## src/rtl/alu_console_pkg.sv

```systemverilog
// Shared definitions for the ALU operand-entry console: stage codes, event
// priority and default timing for the 50 MHz board clock.
package alu_console_pkg;

  localparam logic [1:0] S_A   = 2'd0;
  localparam logic [1:0] S_B   = 2'd1;
  localparam logic [1:0] S_OP  = 2'd2;
  localparam logic [1:0] S_RES = 2'd3;

  // Bit positions of each button inside the packed press/level vectors.
  localparam int unsigned BTN_INC  = 0;
  localparam int unsigned BTN_DEC  = 1;
  localparam int unsigned BTN_NEXT = 2;
  localparam int unsigned BTN_CLR  = 3;

  localparam int unsigned DEF_DEBOUNCE_CYCLES = 50_000;
  localparam int unsigned DEF_REPEAT_DELAY    = 25_000_000;
  localparam int unsigned DEF_REPEAT_RATE     = 5_000_000;
  localparam int unsigned DEF_BEEP_CYCLES     = 2_500_000;

  typedef enum logic [2:0] {
    EV_NONE = 3'd0,
    EV_CLR  = 3'd1,
    EV_NEXT = 3'd2,
    EV_INC  = 3'd3,
    EV_DEC  = 3'd4
  } event_e;

  // Only the winning event of a cycle survives; the rest are dropped.
  function automatic event_e pick_event(input logic [3:0] press);
    if (press[BTN_CLR])       return EV_CLR;
    else if (press[BTN_NEXT]) return EV_NEXT;
    else if (press[BTN_INC])  return EV_INC;
    else if (press[BTN_DEC])  return EV_DEC;
    else                      return EV_NONE;
  endfunction

endpackage

```

## src/rtl/alu_console_button_conditioner.sv

```systemverilog
// One push button: 2-flop synchroniser, level debouncer, press pulse on the
// debounced falling edge and optional hold-to-repeat.
module button_conditioner #(
  parameter int unsigned DEBOUNCE_CYCLES = 4,
  parameter int unsigned REPEAT_DELAY    = 0,
  parameter int unsigned REPEAT_RATE     = 1
) (
  input  logic clk,
  input  logic rst_n,
  input  logic btn_n,
  output logic press,
  output logic level
);

  localparam int unsigned DB_W = (DEBOUNCE_CYCLES > 1) ? $clog2(DEBOUNCE_CYCLES) : 1;
  localparam logic [DB_W-1:0] DB_LAST = DB_W'(DEBOUNCE_CYCLES - 1);

  logic            sync1_q, sync2_q;
  logic            level_q, level_d;
  logic [DB_W-1:0] db_cnt_q, db_cnt_d;
  logic            flip;
  logic            rep_fire;

  always_comb begin
    level_d  = level_q;
    db_cnt_d = db_cnt_q + 1'b1;
    flip     = 1'b0;
    if (sync2_q == level_q) begin
      db_cnt_d = '0;
    end else if (db_cnt_q == DB_LAST) begin
      flip     = 1'b1;
      db_cnt_d = '0;
      level_d  = sync2_q;
    end
  end

  always_ff @(posedge clk or negedge rst_n) begin
    if (!rst_n) begin
      sync1_q  <= 1'b1;
      sync2_q  <= 1'b1;
      level_q  <= 1'b1;
      db_cnt_q <= '0;
    end else begin
      sync1_q  <= btn_n;
      sync2_q  <= sync1_q;
      level_q  <= level_d;
      db_cnt_q <= db_cnt_d;
    end
  end

  // The press is combinational with the flip so it lands on the same edge
  // that commits the new debounced level.
  assign press = (flip & level_q) | rep_fire;
  assign level = level_q;

  generate
    if (REPEAT_DELAY == 0) begin : g_no_repeat
      assign rep_fire = 1'b0;
    end else begin : g_repeat
      localparam int unsigned HOLD_MAX = (REPEAT_DELAY > REPEAT_RATE) ? REPEAT_DELAY : REPEAT_RATE;
      localparam int unsigned HW = $clog2(HOLD_MAX + 1);
      localparam logic [HW-1:0] DELAY_LAST = HW'(REPEAT_DELAY - 1);
      localparam logic [HW-1:0] RATE_LAST  = HW'((REPEAT_RATE > 0) ? REPEAT_RATE - 1 : 0);

      logic [HW-1:0] hold_q, hold_d;
      logic          rep_phase_q, rep_phase_d;

      // First repeat waits the full delay, later ones only the rate period.
      assign rep_fire = !level_q && (hold_q == (rep_phase_q ? RATE_LAST : DELAY_LAST));

      always_comb begin
        hold_d      = hold_q + 1'b1;
        rep_phase_d = rep_phase_q;
        if (level_q) begin
          hold_d      = '0;
          rep_phase_d = 1'b0;
        end else if (rep_fire) begin
          hold_d      = '0;
          rep_phase_d = 1'b1;
        end
      end

      always_ff @(posedge clk or negedge rst_n) begin
        if (!rst_n) begin
          hold_q      <= '0;
          rep_phase_q <= 1'b0;
        end else begin
          hold_q      <= hold_d;
          rep_phase_q <= rep_phase_d;
        end
      end
    end
  endgenerate

endmodule

```

## src/rtl/alu_console.sv

```systemverilog
// Operand-entry front end for an external combinational ALU: four buttons drive
// a four-stage FSM holding A, B and opcode, then freeze the result and flags.
module alu_console
  import alu_console_pkg::*;
#(
  parameter int unsigned WIDTH           = 8,
  parameter int unsigned OP_WIDTH        = 8,
  parameter int unsigned DEBOUNCE_CYCLES = DEF_DEBOUNCE_CYCLES,
  parameter int unsigned REPEAT_DELAY    = DEF_REPEAT_DELAY,
  parameter int unsigned REPEAT_RATE     = DEF_REPEAT_RATE,
  parameter int unsigned BEEP_CYCLES     = DEF_BEEP_CYCLES
) (
  input  logic                 clk,
  input  logic                 rst_n,
  input  logic                 btn_inc_n,
  input  logic                 btn_dec_n,
  input  logic                 btn_next_n,
  input  logic                 btn_clr_n,
  output logic [WIDTH-1:0]     alu_a,
  output logic [WIDTH-1:0]     alu_b,
  output logic [OP_WIDTH-1:0]  alu_op,
  input  logic [WIDTH-1:0]     alu_out,
  input  logic [WIDTH-1:0]     alu_flags,
  output logic [2*WIDTH-1:0]   disp_hex,
  output logic [1:0]           stage,
  output logic [3:0]           stage_led,
  output logic                 beep
);

  localparam int unsigned BEEP_W = (BEEP_CYCLES > 0) ? $clog2(BEEP_CYCLES + 1) : 1;
  localparam logic [BEEP_W-1:0] BEEP_LOAD = BEEP_W'(BEEP_CYCLES);

  logic [3:0] btn_n_w, press_w, level_w;
  logic       unused_levels;

  assign btn_n_w = {btn_clr_n, btn_next_n, btn_dec_n, btn_inc_n};

  genvar gi;
  generate
    for (gi = 0; gi < 4; gi++) begin : g_btn
      button_conditioner #(
        .DEBOUNCE_CYCLES(DEBOUNCE_CYCLES),
        .REPEAT_DELAY   ((gi == BTN_INC || gi == BTN_DEC) ? REPEAT_DELAY : 0),
        .REPEAT_RATE    (REPEAT_RATE)
      ) u_cond (
        .clk  (clk),
        .rst_n(rst_n),
        .btn_n(btn_n_w[gi]),
        .press(press_w[gi]),
        .level(level_w[gi])
      );
    end
  endgenerate

  assign unused_levels = ^level_w;

  logic [WIDTH-1:0]    a_q, a_d, b_q, b_d;
  logic [OP_WIDTH-1:0] op_q, op_d;
  logic [WIDTH-1:0]    res_q, res_d, flg_q, flg_d;
  logic [1:0]          stage_q, stage_d;
  logic [2*WIDTH-1:0]  disp_q, disp_d;
  logic [BEEP_W-1:0]   beep_cnt_q, beep_cnt_d;
  event_e              ev;
  logic                accept;

  always_comb begin
    a_d     = a_q;
    b_d     = b_q;
    op_d    = op_q;
    res_d   = res_q;
    flg_d   = flg_q;
    stage_d = stage_q;
    ev      = pick_event(press_w);
    accept  = (ev != EV_NONE) && !((stage_q == S_RES) && (ev == EV_INC || ev == EV_DEC));

    case (ev)
      EV_CLR: begin
        if (stage_q == S_RES) begin
          a_d     = '0;
          b_d     = '0;
          op_d    = '0;
          res_d   = '0;
          flg_d   = '0;
          stage_d = S_A;
        end else if (stage_q == S_A) begin
          a_d = '0;
        end else if (stage_q == S_B) begin
          b_d = '0;
        end else begin
          op_d = '0;
        end
      end
      EV_NEXT: begin
        case (stage_q)
          S_A:  stage_d = S_B;
          S_B:  stage_d = S_OP;
          S_OP: begin
            stage_d = S_RES;
            res_d   = alu_out;
            flg_d   = alu_flags;
          end
          default: begin
            stage_d = S_A;
            a_d     = '0;
            b_d     = '0;
            op_d    = '0;
          end
        endcase
      end
      EV_INC: begin
        case (stage_q)
          S_A:     a_d  = a_q + 1'b1;
          S_B:     b_d  = b_q + 1'b1;
          S_OP:    op_d = op_q + 1'b1;
          default: ;
        endcase
      end
      EV_DEC: begin
        case (stage_q)
          S_A:     a_d  = a_q - 1'b1;
          S_B:     b_d  = b_q - 1'b1;
          S_OP:    op_d = op_q - 1'b1;
          default: ;
        endcase
      end
      default: ;
    endcase

    beep_cnt_d = beep_cnt_q;
    if (accept)
      beep_cnt_d = BEEP_LOAD;
    else if (beep_cnt_q != '0)
      beep_cnt_d = beep_cnt_q - 1'b1;

    // Display follows the registered state, so it trails changes by a cycle.
    case (stage_q)
      S_A, S_B: disp_d = {a_q, b_q};
      S_OP:     disp_d = {WIDTH'(op_q), {WIDTH{1'b0}}};
      default:  disp_d = {res_q, flg_q};
    endcase
  end

  always_ff @(posedge clk or negedge rst_n) begin
    if (!rst_n) begin
      a_q        <= '0;
      b_q        <= '0;
      op_q       <= '0;
      res_q      <= '0;
      flg_q      <= '0;
      stage_q    <= S_A;
      disp_q     <= '0;
      beep_cnt_q <= '0;
    end else begin
      a_q        <= a_d;
      b_q        <= b_d;
      op_q       <= op_d;
      res_q      <= res_d;
      flg_q      <= flg_d;
      stage_q    <= stage_d;
      disp_q     <= disp_d;
      beep_cnt_q <= beep_cnt_d;
    end
  end

  always_comb begin
    stage_led          = 4'b1111;
    stage_led[stage_q] = 1'b0;
  end

  assign alu_a    = a_q;
  assign alu_b    = b_q;
  assign alu_op   = op_q;
  assign stage    = stage_q;
  assign disp_hex = disp_q;
  assign beep     = (beep_cnt_q != '0);

endmodule

```

## config.mk

```make
export PLATFORM = sky130hd
export DESIGN_NAME = alu_console
export DESIGN_NICKNAME = d
export VERILOG_FILES = /design/src/rtl/alu_console_pkg.sv /design/src/rtl/alu_console_button_conditioner.sv /design/src/rtl/alu_console.sv
export SDC_FILE = /design/constraint.sdc
export NUM_CORES = 1
export LEC_CHECK = 0
export BUFFER_PORTS_ARGS = -buffer_cell sky130_fd_sc_hd__buf_2
export CELL_PAD_IN_SITES_DETAIL_PLACEMENT = 1
export CELL_PAD_IN_SITES_GLOBAL_PLACEMENT = 2
export CORE_MARGIN = 10
export CORE_UTILIZATION = 33
export CTS_BUF_LIST = sky130_fd_sc_hd__clkbuf_4
export DETAILED_ROUTE_END_ITERATION = 16
export PLACE_DENSITY = 0.65
export RECOVER_POWER = 50
export SETUP_SLACK_MARGIN = 0.15
export SYNTH_ARGS = -nofsm -noshare
export SYNTH_HDL_FRONTEND = slang
export SYNTH_SLANG_ARGS = --single-unit
```

## constraint.sdc

```tcl
create_clock -name clk -period 5.7 [get_ports clk]
set_clock_uncertainty 0.2 [all_clocks]
set_input_delay 0.285 -clock clk [delete_from_list [all_inputs] [get_ports clk]]
set_output_delay 0.285 -clock clk [all_outputs]
set_load 0.03 [all_outputs]
```

==> Word-level counts from Yosys, hierarchy flattened <==
Index checks and enable logic that the tools add are counted.
{ "totals": {"register_bits": 208, "latch_bits": 0, "ramBits": 0, "mem_bits_ro": 0, "in_bits": 22, "out_inout_bits": 47, "word_cells": 173, "n_memories": 0} }
{ "op_classes": {"addsub": 13, "mul": 0, "div": 0, "order_cmp": 2, "eq_ne": 30, "n_shift": 0, "muxes": 61, "bitwise": 11, "reduce_logical": 28} }
{ "ops": {"columns": ["op", "n"], "rows": [
  ["$mux W25", 6],
  ["$mux W8", 18],
  ["$mux W16", 8],
  ["$pmux W8 S4", 3],
  ["$add A16 B1 Y16 const B", 4],
  ["$eq A16 B16 Y1 const B", 4],
  ["$add A25 B1 Y25 const B", 2],
  ["$eq A25 B25 Y1", 2],
  ["$mux W22", 2],
  ["$pmux W16 S2", 1],
  ["$pmux W8 S2", 2],
  ["$add A8 B1 Y8 const B", 3],
  ["$sub A8 B1 Y8 const B", 3],
  ["$reduce_bool A22 Y1", 1],
  ["$sub A22 B1 Y22 const B", 1],
  ["$mux W1", 13],
  ["$mux W3", 4],
  ["$ne A2 B1 Y1 const B", 6],
  ["$ne A3 B3 Y1 const B", 4],
  ["$reduce_and A6 Y1", 2],
  ["$reduce_and A2 Y1", 5],
  ["$reduce_bool A2 Y1", 4],
  ["$eq A3 B2 Y1 const B", 2],
  ["$ne A2 B2 Y1 const B", 3],
  ["other kinds (25)", 42]
]} }

==> Longest topological paths before layout <==
Gate-level depths: netlist of run 1.
{ "depth": {"depth_word": 15, "mapped_depth": 15, "mapped_depth_nobuf": 14} }

==> Hierarchy <==
From an unflattened synthesis of run 1, not the netlist that was laid out.
{ "unflattened": {"hier_cells": 1111, "hier_area_um2": 11081.9} }
{ "modules_own_cells": {"columns": ["mod", "instances", "cells_each", "area_each_um2", "seq_area_each_um2"], "rows": [
  ["button_conditioner at g_btn[0].u_cond ...", 2, 236, 2389.8, 1129.8],
  ["alu_console", 1, 460, 4325.4, 2001.9],
  ["button_conditioner at g_btn[2].u_cond", 1, 92, 1038.5, 479.2],
  ["button_conditioner at g_btn[3].u_cond", 1, 87, 938.4, 479.2]
]} }

==> Least setup slack after synthesis of run 1 <==
No wires, ideal clock.
{ "synth_timing": {"kind": "reg2reg", "start": "register g_btn[0].u_cond.db_cnt_q[0]", "end": "register op_q[7], in the netlist alu_op[7]", "setup_time_ns": 0.065, "arrival_time_ns": 4.170, "required_time_ns": 5.435, "setup_slack_ns": 1.265, "path_stages_with_launch": 16, "path_buffers": 1, "period_less_slack_ns": 4.435, "path_cell_list": "dfrtp_1 -> ha_1 -> and3_1 -> nand4_1 -> or3_1 -> clkbuf_1 -> and2_1 -> nor3b_2 -> ha_1 -> a21o_1 -> a21oi_1 -> o21ai_0 -> o41ai_1 -> nand4_1 -> o32ai_1 -> o22a_1"} }
{ "synth_via": {"elab_chain_len": 11, "word_cells_on_any_way": 20, "cone_classes": "eq/ne: 10; mux: 6; bitwise: 2; reduce/logical: 2"} }
{ "synth_lines": {"columns": ["element", "line", "source"], "rows": [
  ["start: declaration", "alu_console_button_conditioner.sv:20", "logic [DB_W-1:0] db_cnt_q, db_cnt_d;"],
  ["start signal: assignment", "alu_console_button_conditioner.sv:47", "db_cnt_q <= db_cnt_d;"],
  ["$eq A16 B16 Y1 (*)", "alu_console_button_conditioner.sv:30", "end else if (db_cnt_q == DB_LAST) begin"],
  ["$mux W1 (*)", "alu_console_button_conditioner.sv:30", null],
  ["$mux W1 (*)", "alu_console_button_conditioner.sv:28", "if (sync2_q == level_q) begin"],
  ["$and A1 B1 Y1 (*)", "alu_console_button_conditioner.sv:53", "assign press = (flip & level_q) | rep_fire;"],
  ["$or A1 B1 Y1 (*)", "alu_console_button_conditioner.sv:53", null],
  ["$mux W3 (*)", "alu_console_pkg.sv:33", "else if (press[BTN_INC]) return EV_INC;"],
  ["$mux W3 (*)", "alu_console_pkg.sv:32", "else if (press[BTN_NEXT]) return EV_NEXT;"],
  ["$mux W3 (*)", "alu_console_pkg.sv:31", "if (press[BTN_CLR]) return EV_CLR;"],
  ["$eq A3 B1 Y1, or another cell as far along", "alu_console.sv:76", "case (ev)"],
  ["$ne A3 B3 Y1 (no line), or another cell as far along", null, null],
  ["$reduce_and A6 Y1 (no line)", null, null],
  ["end signal: assignment", "alu_console.sv:156", "op_q <= op_d;"],
  ["end: declaration", "alu_console.sv:58", "logic [OP_WIDTH-1:0] op_q, op_d;"]
]} }
Mark *: on every way between the ends. The rest lies on a longest branch, timed or not.
A chain may end at the register's enable or synchronous reset.

==> Worst setup path in the final report of run 1 <==
Ends and elaborated chain as after synthesis.

==> impl_metrics.py, run 1 <==
metrics = {
    "synth": {
        "syn_area_um2": 10600,
        "ys_warn_count": 0,
        "synth_nets": 1116,
        "synth-edff-count": 0,
        "seq_area_frac_synth": 0.493,
        "synth.avg_cell_area_um2": 9.98,
        "synthArstFlopShare": 1.00,
        "synth-main-ff-cell": "dfrtp_1",
        "synth_cells": 1061,
        "ys_types": 73,
        "synth_seq_cells": 208,
    },
    "worst_setup_path": {
        "crit_chain": "ha_1 -> and3_1 -> nand4_1 -> or3_1 -> and2_1 -> nor3b_4 -> ha_1 -> a21o_1 -> a21oi_1 -> o21ai_0 -> o41ai_1 -> nand4_1 -> o32ai_1 -> o22a_1",
        "crit_fanout": 17,
        "critPathSlowestCell": "nor3b_4",
        "path_class": "reg2reg",
        "start_kind": "flip-flop",
        "rr_startpoint": "g_btn[0].u_cond.db_cnt_q[0]",
        "critical_path.top_delay_family": "simple AND/OR/NAND/NOR gates",
        "crit_arrival_ns": 5.22,
        "cp-end-kind": "flip-flop",
        "max_stage_delay_ns": 0.78,
        "critPathLaunch": "g_btn[0].u_cond.db_cnt_q[0]",
        "worstPathRequired_ns": 6.19,
        "critical_path_buf_inv_count": 0,
    },
    "power": {
        "leakage_nw": 5.83,
        "ir_drop_mv": 0.133,
        "power_density_nw_per_um2": 241,
        "power.total_mw": 2.99,
    },
    "sta": {
        "maxSlewHeadroom": -0.971,
        "fmax_mhz": 211,
        "worst_slew_pin_slew_ns": 2.96,
        "post-route-period-util": 0.830,
        "hold_violations": 0,
        "setup_viol": 0,
        "slew_violations": 204,
        "rsz0062_at_grt": "false",
        "fin_setup_tns_ns": 0,
        "period_minus_slack_ns": 4.73,
    },
    "final_layout": {
        "nets": 1252,
        "layout-drive-gt1-share": 0.168,
        "area_growth_pct": 17.1,
        "final_common_cell": "dfrtp_1",
        "final_cell_mix": "196 x dfrtp_1, 162 x nor2_1, 103 x nand2_1, 93 x clkbuf_4, 73 x xor2_1",
        "fill_cells": 3658,
    },
    "run_status": {
        "status": "complete, but fails checks",
        "violations": "max-capacitance violations, max-slew violations",
    },
    "die": {
        "initial_utilization": 0.335,
        "core.rowCount": 65,
        "core-area_um2": 31600,
        "io_pins": 69,
        "die_area_um2": 39700,
        "fp.dieW_um": 199,
        "die_y_um": 199,
    },
    "cts": {
        "clk_latency_ns": 0.75,
        "path_clk_slew_ns": 0.07,
        "cts_made_buffers": 61,
        "postCtsSetupRepairBufs": 0,
        "cts_tree": "done",
        "cts_resized": 0,
        "cts_sinks": 208,
        "cts.path.max_buffers": 3,
        "root_buffer": "clkbuf_4",
        "htree_levels": 2,
    },
    "placement": {
        "portBuffers": 68,
        "place_congestion": 0.748,
        "hpwl_mm": 18.4,
    },
    "global_route": {
        "antenna_found_initial": 1,
        "grt_pass1_vias": 8903,
        "grt_pass1_wl_mm": 46.6,
        "gr-total-overflow": 0,
        "grt_use_total": 0.145,
        "grt_max_degree": 117,
    },
    "min_path": {
        "hold_path_startpoint": "alu_out[2]",
        "hp-class": "in2reg",
    },
    "detailed_routing": {
        "first_pass_iters": 4,
        "vias_per_cell": 4.99,
        "vias": 8250,
        "wl_met3_mm": 1.25,
        "wl_per_cell_um": 16.6,
        "drt-total-wl_mm": 27.5,
        "antenna_left": 0,
        "met2_length_mm": 12.8,
        "drt_iter0_markers": 315,
        "met1_length_mm": 12.9,
        "route.top_layer_used": "met4",
        "drc_errors": 0,
    },
    "flow_run": {
        "maxCapViolations": 2,
    },
}
[cell usage after synthesis, types with 4 or more instances]
| library cell | number | area (um^2) |
|---|---|---|
| dfrtp_1 | 196 | 4900 |
| nor2_1 | 162 | 608 |
| nand2_1 | 103 | 387 |
| xor2_1 | 73 | 639 |
| xnor2_1 | 56 | 490 |
| nand3_1 | 39 | 195 |
| o21ai_0 | 36 | 180 |
| and3_1 | 32 | 200 |
| inv_1 | 31 | 116 |
| ha_1 | 30 | 375 |
| nand4_1 | 27 | 169 |
| a21oi_1 | 26 | 130 |
| clkbuf_1 | 23 | 86.3 |
| nor3_1 | 21 | 105 |
| a22o_1 | 16 | 140 |
| and2_1 | 16 | 100 |
| or3_1 | 13 | 81.3 |
| dfstp_2 | 12 | 315 |
| a21o_1 | 8 | 60.1 |
| a22oi_1 | 8 | 60.1 |
| nor4bb_1 | 8 | 80.1 |
| and4_1 | 7 | 61.3 |
| mux2_2 | 7 | 78.8 |
| nor4_1 | 7 | 43.8 |
| o21ai_1 | 7 | 35.0 |
| nand2b_1 | 6 | 37.5 |
| or4_1 | 6 | 45.0 |
| mux2_4 | 5 | 75.1 |
| nor4b_1 | 5 | 43.8 |
| or3b_2 | 5 | 43.8 |
| buf_2 | 4 | 20.0 |
| mux2i_1 | 4 | 40.0 |
| o2111ai_1 | 4 | 35.0 |
[logic make-up after synthesis]
kind of cell / synth area share
AND/OR/NAND/NOR: 0.229
flip-flops: 0.493
AO/OA/AOI/OAI: 0.0911
XOR/XNOR: 0.107
buffers and inverters: 0.0210
adder cells (fa/ha/maj): 0.0411
multiplexers: 0.0183
[registers in the layout, indices dropped and copies added (netlist names)]
signal	count
g_btn.u_cond.db_cnt_q	64
g_btn.u_cond.g_repeat.hold_q	50
beep_cnt_q	22
disp_hex	16
alu_a	8
alu_b	8
alu_op	8
flg_q	8
res_q	8
g_btn.u_cond.level	4
g_btn.u_cond.sync1_q	4
g_btn.u_cond.sync2_q	4
g_btn.u_cond.g_repeat.rep_phase_q	2
stage	2
[per-layer routing]
metal  up-vias  track usage
li1       4000            -
met1      4104        0.187
met2       104        0.230
met3        42       0.0375
met4         0       0.0483
met5         -            0
[per-stage QoR]
stage,util,cells,setup slack (ns),hold slack [ns],instance area [um^2]
3_3_place_gp,0.360,1508,1.03,0.146,11400
5_1_grt,0.392,1652,0.445,0.0241,12400
6_report,0.392,1652,0.971,0.0955,12400
2_1_floorplan,-,1061,1.26,-0.211,10600
3_5_place_dp,0.360,1508,0.963,0.149,11400
4_1_cts,0.394,1651,0.905,0.00186,12500
[layout make-up]
class                   instances  area [um^2]  area share
clock inverters                22         83.8     0.00676
repair buffers                100          632      0.0509
clock buffers                  93          698      0.0563
diodes                          1         2.50    0.000202
well taps                     402          503      0.0405
inverters                      31          116     0.00938
flip-flops and latches        208         5220       0.421
multi-input cells             795         5150       0.415
[tightest hold or removal path, stage by stage]
cell	delay, ns
dlygate4sd3_1	0.52
buf_2	0.09
a22o_1	0.12
[repair_timing]
item / CTS / global route
hold buffers: 28 / 0
endpoints found under the hold margin: 183 / 0
setup endpoints to repair: 0 / 0
[report_power, final]
part | internal (mW) | switching (mW)
Clock | 0.741 | 0.685
Sequential | 1.49 | 0.00700
Combinational | 0.0250 | 0.0464
[worst paths after layout]
check                                           to  slack [ns]  cells after the start
setup / recovery                         alu_op[7]        0.97                     14
hold / removal                            res_q[2]         0.1                      3
setup reg to reg                         alu_op[7]        0.97                     14
hold reg to reg            g_btn[1].u_cond.sync2_q        0.15                      0
max in group asynchronous                alu_op[0]        1.56                      4
min in group asynchronous    g_btn[2].u_cond.level        0.77                      3
Power figures use the tool's default switching activity.
==> run 2, diff against run 1 <==
- PLACE_DENSITY: 0.65 -> 0.68
- clock period: 5.7 -> 4.3 ns (I/O delays scaled with it)
==> impl_metrics.py, run 2 (synthesis gave the netlist of run 1 again) <==
metrics = {
    "die": {
        "core-area_um2": 31600,
        "io_pins": 69,
        "die_y_um": 199,
        "die_area_um2": 39700,
        "initial_utilization": 0.335,
        "core.rowCount": 65,
        "fp.dieW_um": 199,
    },
    "cts": {
        "cts_sinks": 208,
        "cts_tree": "done",
        "path_clk_slew_ns": 0.06,
        "cts_made_buffers": 66,
        "cts.path.max_buffers": 3,
        "htree_levels": 3,
        "clk_latency_ns": 0.69,
        "root_buffer": "clkbuf_4",
    },
    "worst_setup_path": {
        "start_kind": "flip-flop",
        "crit_fanout": 6,
        "max_stage_delay_ns": 0.57,
        "crit_arrival_ns": 4.28,
        "worstPathRequired_ns": 4.65,
        "crit_chain": "or4b_4 -> nor3_4 -> o2111ai_2 -> and2_4 -> nor3b_4 -> buf_4 -> buf_4 -> fa_1 -> a21o_1 -> a21oi_2 -> o21bai_1 -> a21oi_1 -> xor2_1 -> nor2_1 -> mux2_4",
        "critPathMostFrequentCell": "buf_4",
        "critPathSlowestCell": "or4b_4",
        "cp-end-kind": "flip-flop",
        "path_class": "reg2reg",
    },
    "sta": {
        "fmax_mhz": 255,
        "post-route-period-util": 0.912,
        "fin_ws_ns": 0.376,
        "period_minus_slack_ns": 3.92,
        "setup_viol": 0,
        "maxSlewHeadroom": -0.715,
        "hold_violations": 0,
        "rsz0062_at_grt": "true",
        "slew_violations": 207,
        "worst_slew_pin_slew_ns": 2.57,
        "fin_setup_tns_ns": 0,
    },
    "detailed_routing": {
        "wl_met3_mm": 1.10,
        "vias_per_cell": 4.98,
        "first_pass_iters": 4,
        "vias": 8334,
        "drt_iter0_markers": 352,
        "route.top_layer_used": "met4",
        "met1_length_mm": 13.2,
        "met2_length_mm": 12.9,
        "antenna_left": 0,
        "wl_per_cell_um": 16.6,
        "drc_errors": 0,
        "drt-total-wl_mm": 27.8,
    },
    "final_layout": {
        "multi_input_area_um2": 5300,
        "post-route-util": 0.403,
        "fill_cells": 3641,
        "largest_register_ffs": 64,
        "layout-drive-gt1-share": 0.197,
        "nets": 1278,
        "seq_area_um2": 5220,
        "final_common_cell": "dfrtp_1",
        "reg_top3": "g_btn.u_cond.db_cnt_q (64), g_btn.u_cond.g_repeat.hold_q (50), beep_cnt_q (22)",
        "regMostFlops": "g_btn.u_cond.db_cnt_q",
        "final_cell_mix": "196 x dfrtp_1, 162 x nor2_1, 103 x nand2_1, 100 x clkbuf_4, 73 x xor2_1",
        "area_growth_pct": 20.5,
    },
    "run_status": {
        "violations": "max-capacitance violations, max-slew violations",
        "status": "complete, but fails checks",
    },
    "power": {
        "power_density_nw_per_um2": 320,
        "ir_drop_mv": 0.163,
        "power.switching_uw": 966,
        "p_int_mw": 3.12,
        "seq_power_share": 0.485,
        "leakage_nw": 6.00,
        "combPwrFrac": 0.023,
        "power_frac_clock": 0.492,
        "sw_frac_of_total": 0.236,
    },
    "global_route": {
        "antenna_found_initial": 1,
        "gr-total-overflow": 0,
        "grt_pass1_wl_mm": 46.9,
        "grt_use_total": 0.146,
        "grt_pass1_vias": 9032,
        "grt_max_degree": 102,
    },
    "placement": {
        "place_congestion": 0.760,
        "hpwl_mm": 18.7,
        "portBuffers": 68,
        "pre_cts_slack_ns": 0.140,
    },
    "flow_run": {
        "maxCapViolations": 3,
    },
    "min_path": {
        "hp-class": "in2reg",
    },
}
-- run 2: routing by layer --
metal,vias to the layer above,track usage
li1,4057,-
met1,4115,0.192
met2,109,0.221
met3,53,0.0405
met4,0,0.0610
met5,-,0
-- run 2: path summary, 6_finish.rpt --
kind | cells after the start | end | start | slack, ns
setup / recovery | 15 | alu_op[6] | g_btn[0].u_cond.g_repeat.hold_q[9] | 0.38
hold / removal | 3 | res_q[3] | alu_out[3] | 0.10
setup reg to reg | 15 | alu_op[6] | g_btn[0].u_cond.g_repeat.hold_q[9] | 0.38
hold reg to reg | 0 | g_btn[0].u_cond.sync2_q | g_btn[0].u_cond.sync1_q | 0.15
max in group asynchronous | 4 | stage[1] | rst_n | 0.67
min in group asynchronous | 3 | g_btn[1].u_cond.sync1_q | rst_n | 0.66
-- run 2: critical path, delay by kind of cell, from the launching register on --
family	cells	cell delay (ns)
simple gates	5	1.20
compound gates	5	0.81
flops	1	0.42
fa+ha+maj	1	0.40
mux	1	0.30
buf+inv	2	0.29
xor+xnor	1	0.17
-- run 2: layout make-up --
type                    count  share of cell area
diodes                      1            0.000196
clock buffers             100              0.0588
clock inverters            17             0.00726
inverters                  31             0.00912
multi-input cells         795               0.415
flip-flops and latches    208               0.409
well taps                 402              0.0394
repair buffers            121              0.0608
-- run 2: stage by stage --
step           instance area, um^2  total power, mW  hold WS, ns  cells
3_5_place_dp                 11500             2.10      -0.0371   1517
6_report                     12800             4.09        0.101   1675
3_3_place_gp                 11500             2.10      -0.0400   1517
2_1_floorplan                10600             2.04       -0.281   1061
4_1_cts                      12600             4.22       0.0158   1664
5_1_grt                      12800             4.32       0.0459   1675
-- run 2: timing repair --
item	4_1_cts	5_1_grt
endpoints found under the setup margin	1	11
setup buffers	2	10
hold endpoints to repair	219	0
hold buffers	28	0
resized for setup	0	31
pin swaps	1	7
-- run 2: power by group through the flow --
stage	clock (mW)	sequential, mW	combinational [mW]
2_1_floorplan	0	2.02	0.0210
3_3_place_gp	0	2.02	0.0838
3_5_place_dp	0	2.02	0.0840
4_1_cts	2.13	1.98	0.107
5_1_grt	2.23	1.98	0.112
6_report	2.01	1.98	0.0951
